## config.mk

```make
export PLATFORM = sky130hd
export DESIGN_NAME = fetch_stage
export DESIGN_NICKNAME = d
export VERILOG_FILES = /design/src/rtl/fetch_stage.sv
export SDC_FILE = /design/constraint.sdc
export NUM_CORES = 1
export LEC_CHECK = 0
export ABC_AREA = 1
export ABC_CLOCK_PERIOD_IN_PS = 2700
export CORE_UTILIZATION = 45
export CTS_CLUSTER_SIZE = 25
export DETAILED_ROUTE_END_ITERATION = 8
export GPL_ROUTABILITY_DRIVEN = 0
export GPL_TIMING_DRIVEN = 0
export PLACE_DENSITY = 0.81
export SYNTH_ARGS = -nofsm -noshare
export SYNTH_HDL_FRONTEND = slang
export SYNTH_SLANG_ARGS = --single-unit
```

## constraint.sdc

```tcl
create_clock -name clk_i -period 2.7 [get_ports clk_i]
set_clock_uncertainty 0.2 [all_clocks]
set_input_delay 0.27 -clock clk_i [delete_from_list [all_inputs] [get_ports clk_i]]
set_output_delay 0.27 -clock clk_i [all_outputs]
set_load 0.005 [all_outputs]
```

## src/rtl/fetch_stage.sv

```systemverilog
// Instruction fetch stage with IF/ID register, beq/j redirect and stall.
// Ports: clk_i/rst_i, start_i, imem_addr_o/imem_data_i, stall_i,
//   branch_i/eq_i/jump_i, pc_o, if_id_instr_o/pc4_o/valid_o, fetch_cnt_o.
module fetch_stage #(
  parameter logic [31:0] RESET_PC = 32'h0000_0000,
  parameter int unsigned CNT_W    = 16
) (
  input  logic             clk_i,
  input  logic             rst_i,
  input  logic             start_i,
  output logic [31:0]      imem_addr_o,
  input  logic [31:0]      imem_data_i,
  input  logic             stall_i,
  input  logic             branch_i,
  input  logic             eq_i,
  input  logic             jump_i,
  output logic [31:0]      pc_o,
  output logic [31:0]      if_id_instr_o,
  output logic [31:0]      if_id_pc4_o,
  output logic             if_id_valid_o,
  output logic [CNT_W-1:0] fetch_cnt_o
);

  typedef enum logic {
    IDLE,
    RUN
  } state_e;

  typedef struct packed {
    logic [31:0] instr;
    logic [31:0] pc4;
    logic        valid;
  } if_id_t;

  localparam if_id_t BUBBLE = '0;

  state_e           state_q, state_d;
  logic [31:0]      pc_q, pc_d;
  if_id_t           ifid_q, ifid_d;
  logic [CNT_W-1:0] cnt_q, cnt_d;

  logic        jump_tk;
  logic        br_tk;
  logic        do_stall;
  logic        do_jump;
  logic        do_br;
  logic        do_fetch;
  logic [31:0] pc4;
  logic [31:0] br_off;
  logic [31:0] jump_tgt;
  logic [31:0] br_tgt;

  assign pc4      = pc_q + 32'd4;
  // Redirects only count when the IF/ID slot holds a real instruction.
  assign jump_tk  = jump_i & ifid_q.valid;
  assign br_tk    = branch_i & eq_i & ifid_q.valid;
  assign jump_tgt = {ifid_q.pc4[31:28], ifid_q.instr[25:0], 2'b00};
  assign br_off   = {{14{ifid_q.instr[15]}}, ifid_q.instr[15:0], 2'b00};
  assign br_tgt   = ifid_q.pc4 + br_off;

  // One-hot action select: stall > jump > branch > fetch.
  assign do_stall = stall_i;
  assign do_jump  = ~stall_i & jump_tk;
  assign do_br    = ~stall_i & ~jump_tk & br_tk;
  assign do_fetch = ~stall_i & ~jump_tk & ~br_tk;

  always_comb begin
    state_d = state_q;
    pc_d    = pc_q;
    ifid_d  = ifid_q;
    cnt_d   = cnt_q;
    unique case (state_q)
      IDLE: begin
        if (start_i) state_d = RUN;
      end
      RUN: begin
        unique case (1'b1)
          do_stall: begin
          end
          do_jump: begin
            pc_d   = jump_tgt;
            ifid_d = BUBBLE;
          end
          do_br: begin
            pc_d   = br_tgt;
            ifid_d = BUBBLE;
          end
          do_fetch: begin
            pc_d         = pc4;
            ifid_d.instr = imem_data_i;
            ifid_d.pc4   = pc4;
            ifid_d.valid = 1'b1;
            cnt_d        = cnt_q + CNT_W'(1);
          end
          default: begin
          end
        endcase
      end
      default: state_d = IDLE;
    endcase
  end

  always_ff @(posedge clk_i or negedge rst_i) begin
    if (!rst_i) begin
      state_q <= IDLE;
      pc_q    <= RESET_PC;
      ifid_q  <= BUBBLE;
      cnt_q   <= '0;
    end else begin
      state_q <= state_d;
      pc_q    <= pc_d;
      ifid_q  <= ifid_d;
      cnt_q   <= cnt_d;
    end
  end

  assign imem_addr_o   = pc_q;
  assign pc_o          = pc_q;
  assign if_id_instr_o = ifid_q.instr;
  assign if_id_pc4_o   = ifid_q.pc4;
  assign if_id_valid_o = ifid_q.valid;
  assign fetch_cnt_o   = cnt_q;

endmodule

```

* Yosys cells after proc, flatten, opt, wreduce, memory -nomap -nowiden
Cells that the tools add are included.
** Operators by class
- Reductions and logical operators :: 6
- Multiplexer cells :: 4
- Add/subtract/negate cells :: 3
- Bitwise gates (word level) :: 10
** Operators with widths (count)
- $pmux W65 S2 :: 1
- $pmux W32 S3 :: 1
- $add A32 B3 Y32 const B :: 1
- $add A32 B32 Y32 :: 1
- $add A16 B1 Y16 const B :: 1
- $and A1 B1 Y1 :: 7
- $reduce_and A2 Y1 :: 3
- $not A1 Y1 :: 3
- $reduce_bool A3 Y1 :: 1
- $mux W1 :: 2
- $reduce_bool A2 Y1 :: 1
- $reduce_or A2 Y1 :: 1
** Word-level totals
- Logic and storage cells :: 29
- Output and inout port bits :: 145
- Flip-flop bits (word level) :: 114
- Bits of input ports :: 39

* Depth between registers and ports, before layout
- Word-level depth :: 7
- Mapped depth :: 14
- Gate-level depth less buffers :: 14

* Least setup slack after synthesis
No wires, ideal clock.
- Path type :: register to register
- From :: register ifid_q, in the netlist if_id_instr_o[0]
- To :: register pc_q[8] (netlist: imem_addr_o[8])
- Path buffers :: 0
- Setup time :: 0.133 ns
- Arrival :: 1.869 ns
- Period minus slack after synthesis :: 2.202 ns
- Setup slack :: 0.498 ns
- Data required time :: 2.367 ns
- Cell stages (with the launch flop) :: 10
- Cell sequence :: dfrtp_1 > ha_1 > fa_1 > nand3_1 > nand3_1 > nand2_1 > nand2_1 > or2_2 > a21oi_1 > a21oi_1
** Between the ends
- Longest elaborated chain between the ends :: 2
** Ends and longest elaborated chain
- start: declaration :: line 39 : if_id_t ifid_q, ifid_d;
- start signal: assignment :: line 112 : ifid_q <= ifid_d;
- $add A32 B32 Y32 :: line 59 : assign br_tgt = ifid_q.pc4 + br_off;
- $pmux W32 S3 :: line 77 : unique case (1'b1)
- end signal: assignment :: line 111 : pc_q <= pc_d;
- end: declaration :: line 38 : logic [31:0] pc_q, pc_d;
No other way between the ends.
A chain may end at the register's enable or synchronous reset.

* Worst setup path after layout
- From :: register ifid_q, in the netlist if_id_instr_o[15]
- To :: register pc_q[25] (netlist: imem_addr_o[25])
Same word-level chain as after synthesis.

==> flow_summary.yaml <==
synth:
  syn_nets: 1244
  avgSynthCellArea_sq_um: 6.83
  synthCells: 1173
  synth_area_sq_um: 8010
  synthDistinctLibCells: 43
  ys_ff_latch: 114
  seq_area_frac_synth: 0.356
  ys.warnings.count: 0
die:
  ioPinCount: 184
  die_w_microns: 135
  rows: 48
  die_area_sq_um: 18300
  start_util: 0.462
  die_h_microns: 135
  core_area_sq_um: 17400
timing:
  finalCritPeriodShare: 0.944
  worst_pin_slew_ns: 0.742
  slew_violations: 0
  layout_min_cycle_time_ns: 2.55
  hold_viol: 0
  hold_ws_ns: 0.140
  rsz0062_at_grt: "no"
  setup_viol: 0
  clock.fmax_mhz: 392
  max-slew-margin-rel: 0.506
clocking:
  cts_setup_buffers: 0
  cts-buffers-inserted: 17
  cts.clk_slew.worst_paths_ns: 0.06
  insertion_delay_ns: 0.43
  cts.htree.levels: 4
  cts_sinks: 114
  cts_tree: "done"
  cts_root_buf: "clkbuf_16"
  max-clock-path-buffers: 2
layout:
  nets: 1448
  drive_gt1_frac: 0.0784
  diodes: 0
  final_cell_area_sq_um: 10800
  synthToLayoutAreaGrowth_pct: 34.3
  layout_common_cells: "nand2_1, clkdlybuf4s50_1, inv_1, nor2_1, dfrtp_1"
  n_fill_cell: 1528
  final_common_cell: "nand2_1"
place:
  io_buffers: 183
  placed_area_sq_um: 10200
  dp_hpwl_microns: 21600
critical_path:
  crit_required_ns: 2.80
  endpoint: "imem_addr_o[25]"
  rr_endpoint: "imem_addr_o[25]"
  reg2regPathDepth: 10
  startpoint_type: "flip-flop"
  crit_start: "if_id_instr_o[15]"
  cp-end-kind: "flip-flop"
  reg2reg_from: "if_id_instr_o[15]"
  r2r_slack_ns: 0.15
  crit_type: "flip-flop to flip-flop"
  path_max_fanout: 17
  crit_arrival_ns: 2.65
global_routing:
  grt_pass1_vias: 8341
  grtUsageTotal: 0.312
  grt-ovfl-total: 0
  grt_pass1_wl_microns: 43300
  grt_max_degree: 70
  antenna_found_initial: 0
power:
  p_comb_frac: 0.338
  p_sw_mw: 2.43
  ir_drop_mv: 0.588
  sw_frac_of_total: 0.351
  leakagePower_nw: 5.25
  power.share.clock: 0.325
  seqPwrFrac: 0.337
  total_power_mw: 6.92
  cell_internal_pwr_mw: 4.49
  p_per_area_nw_per_um2: 643
status:
  status: "finished clean"
drt:
  vias_per_cell: 5.49
  vias: 8870
  first_pass_iters: 6
  drtIter0Drc: 1140
  drc: 0
  routed_wl_microns: 27800
  ant_nets: 0
  wl_per_cell_microns: 17.2
hold_path:
  min_path_type: "input pin to async pin"
flow_run:
  maxCapViolations: 0
## how the worst min path moves through the flow
stage / slack [ns] / startpoint / endpoint / cells past startpoint
2_1_floorplan: -0.23 / rst_i / fetch_cnt_o[0] / 0
3_3_place_gp: 0.25 / state_q / state_q / 1
3_5_place_dp: 0.02 / rst_i / if_id_pc4_o[24] / 1
4_1_cts: 0.16 / rst_i / if_id_pc4_o[24] / 2
5_1_grt: 0.19 / rst_i / if_id_pc4_o[25] / 2
6_report: 0.14 / rst_i / if_id_pc4_o[24] / 2
## metal layers
metal,GRT usage,vias up,part of all wire
li1,-,4142,-
met1,0.399,4116,0.39
met2,0.493,502,0.45
met3,0.0786,110,0.11
met4,0.145,0,0.043
met5,0,-,0
## Yosys cell counts (all sizes together)
master / n / area, sq um
nand2: 356 / 1350
inv: 163 / 617
nor2: 119 / 493
dfrtp: 114 / 2850
nand3: 101 / 518
o21ai: 72 / 360
a21oi: 55 / 275
buf: 47 / 324
ha: 31 / 388
nor3: 17 / 100
nand4: 13 / 81.3
clkbuf: 11 / 41.3
xor2: 11 / 96.3
a22o: 9 / 78.8
o21a: 9 / 67.6
o211ai: 7 / 52.6
or2: 7 / 43.8
xnor2: 7 / 61.3
nand3b: 5 / 37.5
o21bai: 5 / 37.5
a32oi: 3 / 26.3
a21o: 2 / 15.0
a31oi: 2 / 12.5
and2: 1 / 6.26
clkinv: 1 / 3.75
fa: 1 / 20.0
nor3b: 1 / 12.5
nor4: 1 / 21.3
o221ai: 1 / 8.76
o31ai: 1 / 7.51
## logic make-up after synthesis
logic type | Yosys count | share of synthesized area
AOI/OAI and AO/OA | 166 | 0.118
adders and majority gates | 32 | 0.0509
xor gates and xnor gates | 18 | 0.0197
and+or+nand+nor | 621 | 0.333
buffers and inverters | 222 | 0.123
DFF | 114 | 0.356
## stage by stage
step | std cells | util | setup WS, ns | TNS [ns]
2_1_floorplan | 1173 | - | 0.498 | 0
3_3_place_gp | 1581 | 0.583 | -3.25 | -369.77
3_5_place_dp | 1582 | 0.585 | 0.0637 | 0
4_1_cts | 1615 | 0.620 | 0.0556 | 0
5_1_grt | 1615 | 0.620 | 0.0373 | 0
6_report | 1615 | 0.620 | 0.150 | 0
## cell type report
cell class / count / area (sq um) / share of cell area
inverter: 164 / 621 / 0.0577
clock inverter: 14 / 158 / 0.0146
buffer: 58 / 365 / 0.0339
sequential: 114 / 2860 / 0.265
timing repair buffer: 185 / 1870 / 0.174
tap: 225 / 282 / 0.0262
multi-input combinational: 837 / 4180 / 0.389
clock buffer: 18 / 429 / 0.0399
## flip-flops by register name, summed over array words and instances (netlist names)
signal,cells
state_q,1
imem_addr_o,32
if_id_instr_o,32
if_id_valid_o,1
if_id_pc4_o,32
fetch_cnt_o,16
## worst max-delay path: stages, from the launching register on
cell     delay, ns
dfrtp_2       0.55
ha_1          0.44
nand2_1       0.12
nor2_1        0.16
inv_1         0.10
nor3_1        0.24
nand3_1       0.18
nand3_1       0.12
nand2_1       0.06
nand3_1       0.16
a21oi_1       0.09
## power groups by stage
stage               Clock [mW]  Combinational (mW)  Sequential [mW]
CTS                       2.25                2.31             2.32
detailed placement           0                2.28             2.34
global route              2.33                2.56             2.36
finish                    2.25                2.34             2.33
floorplan                    0                1.18             2.26
global placement             0                2.23             2.33
## what timing repair did
action	CTS	global route
resized for setup	0	4
hold buffers	1	0
endpoints found under the hold margin	45	0
endpoints found under the setup margin	0	14
Power figures use the tool's default switching activity.
